<file path="src/rtl/interrupt_controller_pkg.sv">
// Shared types and defaults for the interrupt controller: FSM state encoding,
// default vector constants and the width of the in-service IRQ index.
package interrupt_controller_pkg;

   localparam int unsigned IC_ID_W       = 5;
   localparam logic [31:0] IC_NMI_VEC    = 32'h14;
   localparam logic [31:0] IC_VEC_BASE   = 32'h40;
   localparam int unsigned IC_VEC_STRIDE = 16;

   typedef enum logic [2:0] {
      ST_IDLE        = 3'd0,
      ST_PEND        = 3'd1,
      ST_TAKE        = 3'd2,
      ST_SERVICE     = 3'd3,
      ST_NMI_SERVICE = 3'd4
   } ic_state_e;

endpackage

</file>
<file path="src/rtl/interrupt_controller_priority_enc.sv">
// Combinational priority encoder: reports whether any request is set and the
// lowest set index.
module irq_priority_enc
   import interrupt_controller_pkg::*;
#(
   parameter int unsigned NUM_IRQ = 8
) (
   input  logic [NUM_IRQ-1:0] i_req,
   output logic               o_valid,
   output logic [IC_ID_W-1:0] o_id
);

   always_comb begin
      o_valid = |i_req;
      o_id    = '0;
      // Walk from the top down so the lowest set bit is the last one written.
      for (int i = int'(NUM_IRQ) - 1; i >= 0; i--) begin
         if (i_req[i]) begin
            o_id = IC_ID_W'(i);
         end
      end
   end

endmodule

</file>
<file path="src/rtl/interrupt_controller.sv">
// Interrupt controller: NMI plus NUM_IRQ maskable lines, redirects the CPU at
// instruction boundaries. Define NMI_PREEMPT_EN to let an NMI preempt SERVICE.
module interrupt_controller
   import interrupt_controller_pkg::*;
#(
   parameter int unsigned            NUM_IRQ    = 8,
   parameter int unsigned            ADDR_W     = 32,
   parameter logic [ADDR_W-1:0]      VEC_BASE   = ADDR_W'(IC_VEC_BASE),
   parameter int unsigned            VEC_STRIDE = IC_VEC_STRIDE,
   parameter logic [ADDR_W-1:0]      NMI_VEC    = ADDR_W'(IC_NMI_VEC)
) (
   input  logic                i_clk,
   input  logic                i_rst_n,
   input  logic [NUM_IRQ-1:0]  i_irq,
   input  logic                i_nmi,
   input  logic                i_cpu_busy,
   input  logic                i_instr_boundary,
   input  logic [ADDR_W-1:0]   i_pc_in,
   input  logic                i_mask_we,
   input  logic [NUM_IRQ-1:0]  i_mask_wdata,
   input  logic                i_eret,
   output logic                o_take_irq,
   output logic [ADDR_W-1:0]   o_vector_addr,
   output logic                o_restore_pc,
   output logic [ADDR_W-1:0]   o_epc,
   output logic                o_int_ack,
   output logic [IC_ID_W-1:0]  o_irq_id,
   output ic_state_e           o_state
);

   ic_state_e            r_state;
   ic_state_e            w_next_state;
   logic                 r_nmi_prev;
   logic                 r_nmi_pend;
   logic [NUM_IRQ-1:0]   r_mask;
   logic [ADDR_W-1:0]    r_epc;
   logic [IC_ID_W-1:0]   r_irq_id;
   logic                 r_restore_pc;
   logic                 r_take_nmi;
   logic [IC_ID_W-1:0]   r_take_id;
   logic                 w_nmi_edge;
   logic                 w_enc_valid;
   logic [IC_ID_W-1:0]   w_enc_id;
   logic                 w_req;
   logic                 w_boundary_ok;
   logic                 w_eret_ok;
   logic [ADDR_W-1:0]    w_vec;
`ifdef NMI_PREEMPT_EN
   logic                 r_nested;
   logic                 r_restore_nmi;
   logic [ADDR_W-1:0]    r_epc_nmi;
`endif

   irq_priority_enc #(.NUM_IRQ(NUM_IRQ)) u_enc (
      .i_req   (i_irq & r_mask),
      .o_valid (w_enc_valid),
      .o_id    (w_enc_id)
   );

   assign w_nmi_edge    = i_nmi & ~r_nmi_prev;
   assign w_req         = r_nmi_pend | w_enc_valid;
   assign w_boundary_ok = i_instr_boundary & ~i_cpu_busy;
   assign w_eret_ok     = i_eret & ((r_state == ST_SERVICE) | (r_state == ST_NMI_SERVICE));
   assign w_vec         = VEC_BASE + ADDR_W'(r_take_id) * ADDR_W'(VEC_STRIDE);

   always_ff @(posedge i_clk) begin
      if (!i_rst_n) begin
         r_state <= ST_IDLE;
      end else begin
         r_state <= w_next_state;
      end
   end

   always_comb begin
      w_next_state = r_state;
      case (r_state)
         ST_IDLE: begin
            if (w_req) w_next_state = ST_PEND;
         end
         ST_PEND: begin
            if (!w_req)             w_next_state = ST_IDLE;
            else if (w_boundary_ok) w_next_state = ST_TAKE;
         end
         ST_TAKE: begin
            w_next_state = r_take_nmi ? ST_NMI_SERVICE : ST_SERVICE;
         end
         ST_SERVICE: begin
            if (i_eret) w_next_state = ST_IDLE;
`ifdef NMI_PREEMPT_EN
            else if (r_nmi_pend && w_boundary_ok) w_next_state = ST_TAKE;
`endif
         end
         ST_NMI_SERVICE: begin
`ifdef NMI_PREEMPT_EN
            if (i_eret) w_next_state = r_nested ? ST_SERVICE : ST_IDLE;
`else
            if (i_eret) w_next_state = ST_IDLE;
`endif
         end
         default: w_next_state = ST_IDLE;
      endcase
   end

   always_ff @(posedge i_clk) begin
      if (!i_rst_n) begin
         r_nmi_prev   <= 1'b0;
         r_nmi_pend   <= 1'b0;
         r_mask       <= '1;
         r_epc        <= '0;
         r_irq_id     <= '0;
         r_restore_pc <= 1'b0;
         r_take_nmi   <= 1'b0;
         r_take_id    <= '0;
`ifdef NMI_PREEMPT_EN
         r_nested      <= 1'b0;
         r_restore_nmi <= 1'b0;
         r_epc_nmi     <= '0;
`endif
      end else begin
         r_nmi_prev   <= i_nmi;
         r_restore_pc <= w_eret_ok;
         if (i_mask_we) r_mask <= i_mask_wdata;
         // A fresh edge wins over the clear so back-to-back NMIs are not lost.
         if (w_nmi_edge)                          r_nmi_pend <= 1'b1;
         else if (r_state == ST_TAKE && r_take_nmi) r_nmi_pend <= 1'b0;
         // Freeze the winner at the boundary so TAKE is immune to request changes.
         if (r_state == ST_PEND && w_next_state == ST_TAKE) begin
            r_take_nmi <= r_nmi_pend;
            r_take_id  <= w_enc_id;
         end
`ifdef NMI_PREEMPT_EN
         r_restore_nmi <= w_eret_ok && (r_state == ST_NMI_SERVICE) && r_nested;
         if (r_state == ST_SERVICE && w_next_state == ST_TAKE) begin
            r_take_nmi <= 1'b1;
            r_nested   <= 1'b1;
         end
         if (r_state == ST_TAKE) begin
            if (r_nested) r_epc_nmi <= i_pc_in;
            else          r_epc     <= i_pc_in;
            if (!r_take_nmi) r_irq_id <= r_take_id;
         end
         if (w_eret_ok) begin
            if (r_state == ST_NMI_SERVICE && r_nested) r_nested <= 1'b0;
            else                                      r_irq_id <= '0;
         end
`else
         if (r_state == ST_TAKE) begin
            r_epc <= i_pc_in;
            if (!r_take_nmi) r_irq_id <= r_take_id;
         end
         if (w_eret_ok) r_irq_id <= '0;
`endif
      end
   end

   always_comb begin
      o_take_irq    = (r_state == ST_TAKE);
      o_vector_addr = '0;
      if (r_state == ST_TAKE) o_vector_addr = r_take_nmi ? NMI_VEC : w_vec;
      o_restore_pc  = r_restore_pc;
      o_int_ack     = (r_state == ST_SERVICE) || (r_state == ST_NMI_SERVICE);
      o_irq_id      = r_irq_id;
      o_state       = r_state;
`ifdef NMI_PREEMPT_EN
      // The nested return address stays visible through its restore cycle.
      o_epc = ((r_nested && r_state == ST_NMI_SERVICE) || r_restore_nmi) ? r_epc_nmi : r_epc;
`else
      o_epc = r_epc;
`endif
   end

endmodule
</file>
<file path="config.mk">
export PLATFORM = sky130hd
export DESIGN_NAME = interrupt_controller
export DESIGN_NICKNAME = d
export VERILOG_FILES = /design/src/rtl/interrupt_controller_pkg.sv /design/src/rtl/interrupt_controller_priority_enc.sv /design/src/rtl/interrupt_controller.sv
export SDC_FILE = /design/constraint.sdc
export NUM_CORES = 1
export LEC_CHECK = 0
export CAP_MARGIN = 20
export CORE_ASPECT_RATIO = 1.4
export CORE_MARGIN = 2
export CORE_UTILIZATION = 35
export CTS_CLUSTER_SIZE = 28
export DETAILED_ROUTE_END_ITERATION = 16
export PLACE_DENSITY_LB_ADDON = 0.12
export SLEW_MARGIN = 0
export SYNTH_ARGS = -nofsm -noshare
export SYNTH_HDL_FRONTEND = slang
export SYNTH_SLANG_ARGS = --single-unit
</file>
<file path="constraint.sdc">
create_clock -name i_clk -period 1.7 [get_ports i_clk]
set_input_delay 0.17 -clock i_clk [delete_from_list [all_inputs] [get_ports i_clk]]
set_output_delay 0.17 -clock i_clk [all_outputs]
set_load 0.01 [all_outputs]
</file>
---- After elaboration in Yosys (flattened, before gate mapping) ----
Index checks and enable logic that the tools add are counted.
W data, S select, Z words.
word-level totals
  memory bits (read-only) ................. 0
  bits in latches ......................... 0
  memories kept ........................... 0
  flip-flop bits (word level) ............. 57
  memory bits (writable) .................. 0
  word-level logic and storage cells ...... 52
  output and inout bits ................... 75
operators by class
  $lt $le $gt $ge ......................... 0
  equality and inequality tests ........... 5
  add/sub/neg operators ................... 1
  reductions and logical operators ........ 9
  div/mod/pow operators ................... 0
  multipliers ............................. 0
  muxes and demuxes ....................... 18
  bitwise operators ....................... 10
  shift operators ......................... 0
operators with widths
  kind                    number
  $mux W3                 13
  $mux W10                2
  $pmux W3 S4             1
  $add A7 B9 Y10 const A  1
  $eq A3 B2 Y1 const B    3
  $and A8 B8 Y8           1
  $reduce_or A8 Y1        1
  $not A1 Y1              4
  $reduce_or A2 Y1        2
  $and A1 B1 Y1           3
  $eq A3 B1 Y1 const B    1
  $eq A3 B3 Y1 const B    1
  $logic_not A3 Y1        1
  $logic_and A1 B1 Y1     2
  $mux W1                 2
  $or A1 B1 Y1            2
  $reduce_and A2 Y1       1
  $reduce_bool A2 Y1      1
  $logic_or A1 B1 Y1      1

---- Longest topological paths before layout ----
Gate-level depths: netlist (run 1).
  word-level depth ........................ 9
  depth in mapped cells ................... 5

---- Hierarchy ----
A second synthesis (run 1) with hierarchy kept.
second synthesis, totals
  cells, all modules ...................... 308
  area total of the unflattened synthesis .. 2610.0 um2
modules (own cells, without submodules)
  module                seq. area each (um2)  area each (um2)  instances  cells an instance
  interrupt_controller  1141.1                2509.9           1          292
  irq_priority_enc      0.0                   100.1            1          16

---- Worst setup path after synthesis (run 1) ----
No wires, ideal clock.
  path type ............................... register to output
  from .................................... register r_state[1] (netlist: o_state[1])
  to ...................................... output port o_vector_addr[6]
  setup slack ............................. 0.212 ns
  cell stages (with the launch flop) ...... 4
  data required time ...................... 1.530 ns
  buffers on the path ..................... 1
  data arrival time ....................... 1.318 ns
  cells stage by stage .................... dfxtp_1 -> or3b_1 -> clkbuf_1 -> nor3_1
between the ends
  cells in the longest elaborated chain, start to end .. 2
ends and longest elaborated chain
  element                 line                         source
  from (decl)             interrupt_controller.sv:31   ic_state_e r_state;
  from (signal assigned)  interrupt_controller.sv:70   r_state <= w_next_state;
  $eq A3 B2 Y1            interrupt_controller.sv:159  if (r_state == ST_TAKE) o_vector_addr = r_take_nmi ? NMI_VEC : w_vec;
  $mux W10                interrupt_controller.sv:159
  to (decl)               interrupt_controller.sv:23   output logic [ADDR_W-1:0] o_vector_addr,
Every way passes these cells.

---- Final worst setup path (run 1) ----
  from .................................... register r_state[0] (netlist: o_state[0])
  to ...................................... output port o_vector_addr[5]
Same word-level chain as after synthesis.

==> qor.yml, run 1 <==
sta:
  fmax_ghz: 0.6013
  report.final.slew_viol_count: 0
  hold_violations: 0
  finalCritPeriodShare: 0.9783
  fin_crit_ns: 1.663
  rsz0062_at_grt: "true"
  fin_skew_ns: 0.009091
  finalSetupViolations: 0
  tns_ns: 0
pwr:
  pwr-share-clk: 0.289
  powerDensity_mw_per_mm2: 684.2
  power.internal_mw: 1.798
  switchingPower_mw: 0.5878
  p_leak_nw: 1.401
  vdd_drop_max_mv: 0.3916
  seqPwrFrac: 0.547
  pwr-share-comb: 0.164
  sw_frac_of_total: 0.2464
synthesis:
  yosys_warnings: 0
  synth_seq_area_share: 0.4513
  synth-edff-count: 0
  async_flop_share: 0
  ys_types: 33
  synth_flop_cell: "dfxtp_1"
  syn-instance-count: 281
  avgSynthCellArea_sq_um: 8.367
  ys_ff_latch: 53
  synth_area_sq_mm: 0.002351
clock_network:
  clk_pin_slew_ns: 0.10
  numCtsBuffers: 5
  cts_tree: "built"
  clk_latency_ns: 0.30
  clockBufferDepth: 2
  htree_levels: 2
  root_buffer: "clkbuf_8"
  clkSinkCount: 53
outcome:
  status: "complete, no violations"
layout:
  mostFrequentLayoutCells: "clkdlybuf4s50_1, nand2_1, dfxtp_1, a21boi_1, conb_1"
  final_design_area_no_fill_sq_mm: 0.003487
  final_common_cell: "clkdlybuf4s50_1"
  area_growth_pct: 48.32
  fin_cells: 463
  fillers: 667
  diodes: 0
  drive_gt1_frac: 0.1028
  layout.nets: 443
die:
  ios: 130
  start_util: 0.3603
  dieArea_sq_mm: 0.007398
  die_w_um: 73.27
  die_h_um: 101.0
  rows: 35
  core_sq_mm: 0.006525
placed_design:
  place_congestion: 0.8015
  io_buffers: 100
  dp_hpwl_um: 4312
  dpl.cell_count: 453
  dpl_cell_area_sq_mm: 0.003376
global_routing:
  grt_pass1_vias: 1960
  grt.total_usage: 0.1582
  grt_max_degree: 46
  antenna_found_initial: 0
  grt_overflow: 0
  grt_pass1_wl_um: 9218
route:
  via_per_inst: 4.575
  drt_iter0_drc: 122
  dr_total_vias: 2118
  drt-wirelength-per-cell_um: 12.54
  drtAntennaViolNets: 0
  wirelength_um: 5807
  dr.pass1.iters: 4
  drc: 0
worst_setup_path:
  worstSetupStartpoint: "o_state[0]"
  crit_type: "flop to primary output"
  r2r_end: "o_irq_id[0]"
  crit_path_end: "o_vector_addr[5]"
  crit_fanout: 4
  r2r_setup_slack_ns: 0.12
  startpoint_type: "flop"
  arrival_ns: 1.49
  end_kind: "primary output"
  r2r_start: "o_state[0]"
  reg2reg_depth: 6
  cp.required_ns: 1.53
min_path:
  holdPathStages: 3
  hold_class: "input port to flop"
run:
  cap_viol_max_count: 0
## critical path: stages (launching register included)
cell     delay [ns]
dfxtp_2        0.33
or3b_4         0.40
buf_6          0.14
nor2_4         0.11
nand2_2        0.08
inv_2          0.06
buf_6          0.09
## repair_timing
item	in CTS	in global routing
gates cloned	0	0
setup buffers	1	1
hold buffers	0	0
gates resized for setup	26	10
setup endpoints to repair	7	4
## worst min path at each step
stage / from / endpoint
floorplan: i_nmi / r_nmi_prev
global placement: o_epc[17] / o_epc[17]
detailed placement: o_epc[17] / o_epc[17]
CTS: i_pc_in[31] / o_epc[31]
global route: i_pc_in[3] / o_epc[3]
finish: i_pc_in[29] / o_epc[29]
## synth_stat cells, types with 2 or more instances
cell type | instances | share of area
nand2_1 | 90 | 0.14
dfxtp_1 | 53 | 0.45
buf_4 | 33 | 0.11
a21boi_1 | 29 | 0.093
mux2i_1 | 11 | 0.047
clkbuf_1 | 9 | 0.014
a21oi_1 | 8 | 0.017
o21ai_0 | 7 | 0.015
a22oi_1 | 4 | 0.013
a21boi_0 | 3 | 0.0096
inv_1 | 3 | 0.0048
nor2_1 | 3 | 0.0048
nor2b_1 | 3 | 0.0080
a32oi_1 | 2 | 0.0075
and2_1 | 2 | 0.0053
buf_2 | 2 | 0.0043
nand3_1 | 2 | 0.0043
nand4_1 | 2 | 0.0053
## kinds of logic (layout without fill, tap and decap cells)
family                 count (synthesis)  after routing  share of synthesized area
multiplexers                          11             11                    0.04684
other                                  1             29                   0.001595
flip-flops                            53             53                     0.4513
AO/OA/AOI/OAI                         59             59                     0.1767
buffers and inverters                 48            128                     0.1304
AND/OR/NAND/NOR                      109            109                     0.1932
## flip-flops by register name (all words and copies together) (netlist names)
signal        flops
o_irq_id          3
r_take_nmi        1
r_nmi_prev        1
o_epc            32
o_state           3
o_restore_pc      1
r_nmi_pend        1
r_take_id         3
r_mask            8
## metal layers
metal	GRT usage	up-vias	share of wire
met1	0.1883	963	0.42
met3	0.04000	2	0.063
met2	0.2772	74	0.52
met4	0.04274	0	0.0041
met5	0	-	0
li1	-	1079	-
## power groups by stage
| stage | clock [mW] | sequential, mW | combinational (mW) |
|---|---|---|---|
| finish | 0.689 | 1.31 | 0.391 |
| global route | 0.784 | 1.31 | 0.430 |
| global placement | 0 | 1.33 | 0.387 |
| detailed placement | 0 | 1.33 | 0.390 |
| floorplan | 0 | 1.34 | 0.208 |
| CTS | 0.736 | 1.31 | 0.392 |
## stage by stage
step                      worst slack [ns]  total power, mW  hold slack (ns)    util
after CTS                         0.008870            2.434           0.3929  0.5291
final                              0.03685            2.386           0.4066  0.5344
after global placement            -0.06370            1.720           0.4391  0.5174
after global routing              -0.03320            2.526           0.4013  0.5344
after floorplan                     0.2125            1.550           0.2917       -
after detailed placement          -0.06889            1.724           0.4440  0.5174
## layout make-up
cell class                 instances  area (sq um)  area share
clock buffer                       7         76.32     0.02189
clock inverter                     1         7.507    0.002153
inverter                           4         15.01    0.004306
multi-input combinational        208          1104      0.3165
sequential                        53          1064      0.3050
tap                               74         92.59     0.02655
timing repair buffer             116          1129      0.3236
Note: power is estimated with default switching activity, not from simulation.
==> run 2: changes to the inputs <==
--- a/config.mk
+++ b/config.mk
@@ -6,7 +6,7 @@
 export NUM_CORES = 1
 export LEC_CHECK = 0
 export CAP_MARGIN = 20
-export CORE_ASPECT_RATIO = 1.4
+export CORE_ASPECT_RATIO = 1.2
 export CORE_MARGIN = 2
 export CORE_UTILIZATION = 35
 export CTS_CLUSTER_SIZE = 28
==> run 2 against run 1 <==
  * Cell count increased by 3.5%
  * Utilization increased by 2.2 points
  * Worst hold slack got worse by 0.0043 ns
  * Clock power increased by 7.0%
  * Setup slack improved by 0.0088 ns
  * Global-route usage decreased by 0.25 points
  * First-iteration DRC count decreased by 62%
  * Sequential share of layout area decreased by 0.89 points
  * Combinational power increased by 3%
  * Final area increased by 2.9%
  * Die area about the same
==> qor.yml, run 2 (synthesis gave the netlist of run 1 again) <==
outcome:
  status: "complete, no violations"
sta:
  finalSetupViolations: 0
  fmax_ghz: 0.6045
  hold_violations: 0
  rsz0062_at_grt: "true"
  finalCritPeriodShare: 0.9731
  fin_crit_ns: 1.654
  fin_skew_ns: 0.004600
  report.final.slew_viol_count: 0
global_routing:
  grt_pass1_wl_um: 9101
  grt_overflow: 0
  grt.total_usage: 0.1556
  antenna_found_initial: 0
  grt_max_degree: 39
  grt_pass1_vias: 1913
route:
  drt_iter0_drc: 46
  drtAntennaViolNets: 0
  via_per_inst: 4.514
  drc: 0
  dr_total_vias: 2162
  dr.pass1.iters: 4
  wirelength_um: 5920
  drt-wirelength-per-cell_um: 12.36
worst_setup_path:
  end_kind: "primary output"
  crit_type: "flop to primary output"
  worstSetupStartpoint: "o_state[0]"
  crit_path_end: "o_vector_addr[4]"
  cp_cell_sequence: "or3b_4 -> buf_4 -> nor2_2 -> buf_2"
  r2r_end: "o_epc[27]"
  path_depth: 4
  cp_slowest_stage_delay_ns: 0.45
  slowest_stage: "or3b_4"
  arrival_ns: 1.48
  reg2reg_depth: 7
  r2r_start: "o_state[0]"
  r2r_setup_slack_ns: 0.15
  cp.required_ns: 1.53
  startpoint_type: "flop"
  crit_family: "simple AND/OR/NAND/NOR gates"
  crit_buf_inv: 2
  crit_fanout: 4
clock_network:
  clk_latency_ns: 0.30
  clockBufferDepth: 2
  numCtsBuffers: 5
  hold_buffers: 0
  root_buffer: "clkbuf_8"
  clk_pin_slew_ns: 0.09
  clkSinkCount: 53
  cts_tree: "built"
  htree_levels: 2
min_path:
  hold_class: "input port to flop"
  holdPathStages: 3
layout:
  final_design_area_no_fill_sq_mm: 0.003587
  mostFrequentLayoutCells: "clkdlybuf4s50_1, nand2_1, dfxtp_1, a21boi_1, conb_1"
  layout.nets: 448
  fin_cells: 479
  area_growth_pct: 52.58
  diodes: 0
  final_common_cell: "clkdlybuf4s50_1"
  largest_reg_flops: 32
  fin_util: 0.5565
  drive_gt1_frac: 0.1218
die:
  core_sq_mm: 0.006446
  start_util: 0.3647
  die_h_um: 93.78
  rows: 32
  die_w_um: 78.82
  ios: 130
  dieArea_sq_mm: 0.007391
placed_design:
  place_congestion: 0.7905
  dp_hpwl_um: 4377
  dpl_cell_area_sq_mm: 0.003397
  io_buffers: 100
  dpl.cell_count: 465
pwr:
  vdd_drop_max_mv: 0.4470
  p_leak_nw: 1.456
  powerDensity_mw_per_mm2: 682.1
run:
  cap_viol_max_count: 0
-- run 2: changes by cell type in the layout (fill, tap and decap cells not counted), sizes merged --
cell         delta
clkinv          +3
buf             +6
inv             -1
dlygate4sd2     -1
clkinvlp        -1
clkbuf          -1
-- run 2: metrics by stage --
| step | hold slack (ns) | setup slack (ns) | TNS (ns) | power, mW |
|---|---|---|---|---|
| finish | 0.4023 | 0.04569 | 0 | 2.447 |
| floorplan | 0.2917 | 0.2125 | 0 | 1.550 |
| global placement | 0.4400 | -0.09716 | -0.3265 | 1.724 |
| detailed placement | 0.4447 | -0.1196 | -0.4113 | 1.726 |
| CTS | 0.3931 | -0.003598 | -0.003598 | 2.485 |
| global route | 0.3934 | -0.02242 | -0.06227 | 2.585 |
-- run 2: layer usage --
| metal | global-route usage | vias to the layer above | routed length [um] |
|---|---|---|---|
| li1 | - | 1092 | - |
| met1 | 0.1873 | 987 | 2488 |
| met2 | 0.2792 | 78 | 2976 |
| met3 | 0.03558 | 5 | 401 |
| met4 | 0.03879 | 0 | 55 |
| met5 | 0 | - | 0 |
-- run 2: final cells by class --
cell class	instances	area [sq um]
clock inverters	2	13.76
clock buffers	6	82.58
repair buffers	121	1184
fillers	610	2859
inverters	4	27.53
flip-flops and latches	53	1062
multi-input cells	208	1111
well taps	85	106.4
-- run 2: power breakdown --
group	switching [mW]	leakage, nW	internal [mW]
Clock	0.407	0.0512	0.331
Sequential	0.0267	0.431	1.28
Combinational	0.169	0.974	0.234
Total	0.602	1.46	1.84
-- run 2: how the worst min path moves through the flow --
| stage | slack [ns] | to | startpoint |
|---|---|---|---|
| 3_5_place_dp | 0.44 | o_epc[21] | o_epc[21] |
| 3_3_place_gp | 0.44 | o_epc[21] | o_epc[21] |
| 4_1_cts | 0.39 | o_epc[22] | i_pc_in[22] |
| 6_report | 0.40 | o_epc[22] | i_pc_in[22] |
| 5_1_grt | 0.39 | o_epc[22] | i_pc_in[22] |
| 2_1_floorplan | 0.29 | r_nmi_prev | i_nmi |
-- run 2: repair_timing --
| action | in CTS | in global routing |
|---|---|---|
| pin swaps | 2 | 3 |
| gates resized for setup | 28 | 18 |
| setup buffers | 4 | 2 |
| setup endpoints to repair | 7 | 37 |
-- run 2: tightest hold or removal path, stage by stage --
cell,delay [ns]
clkdlybuf4s50_1,0.40
nand2_1,0.05
a21boi_1,0.05
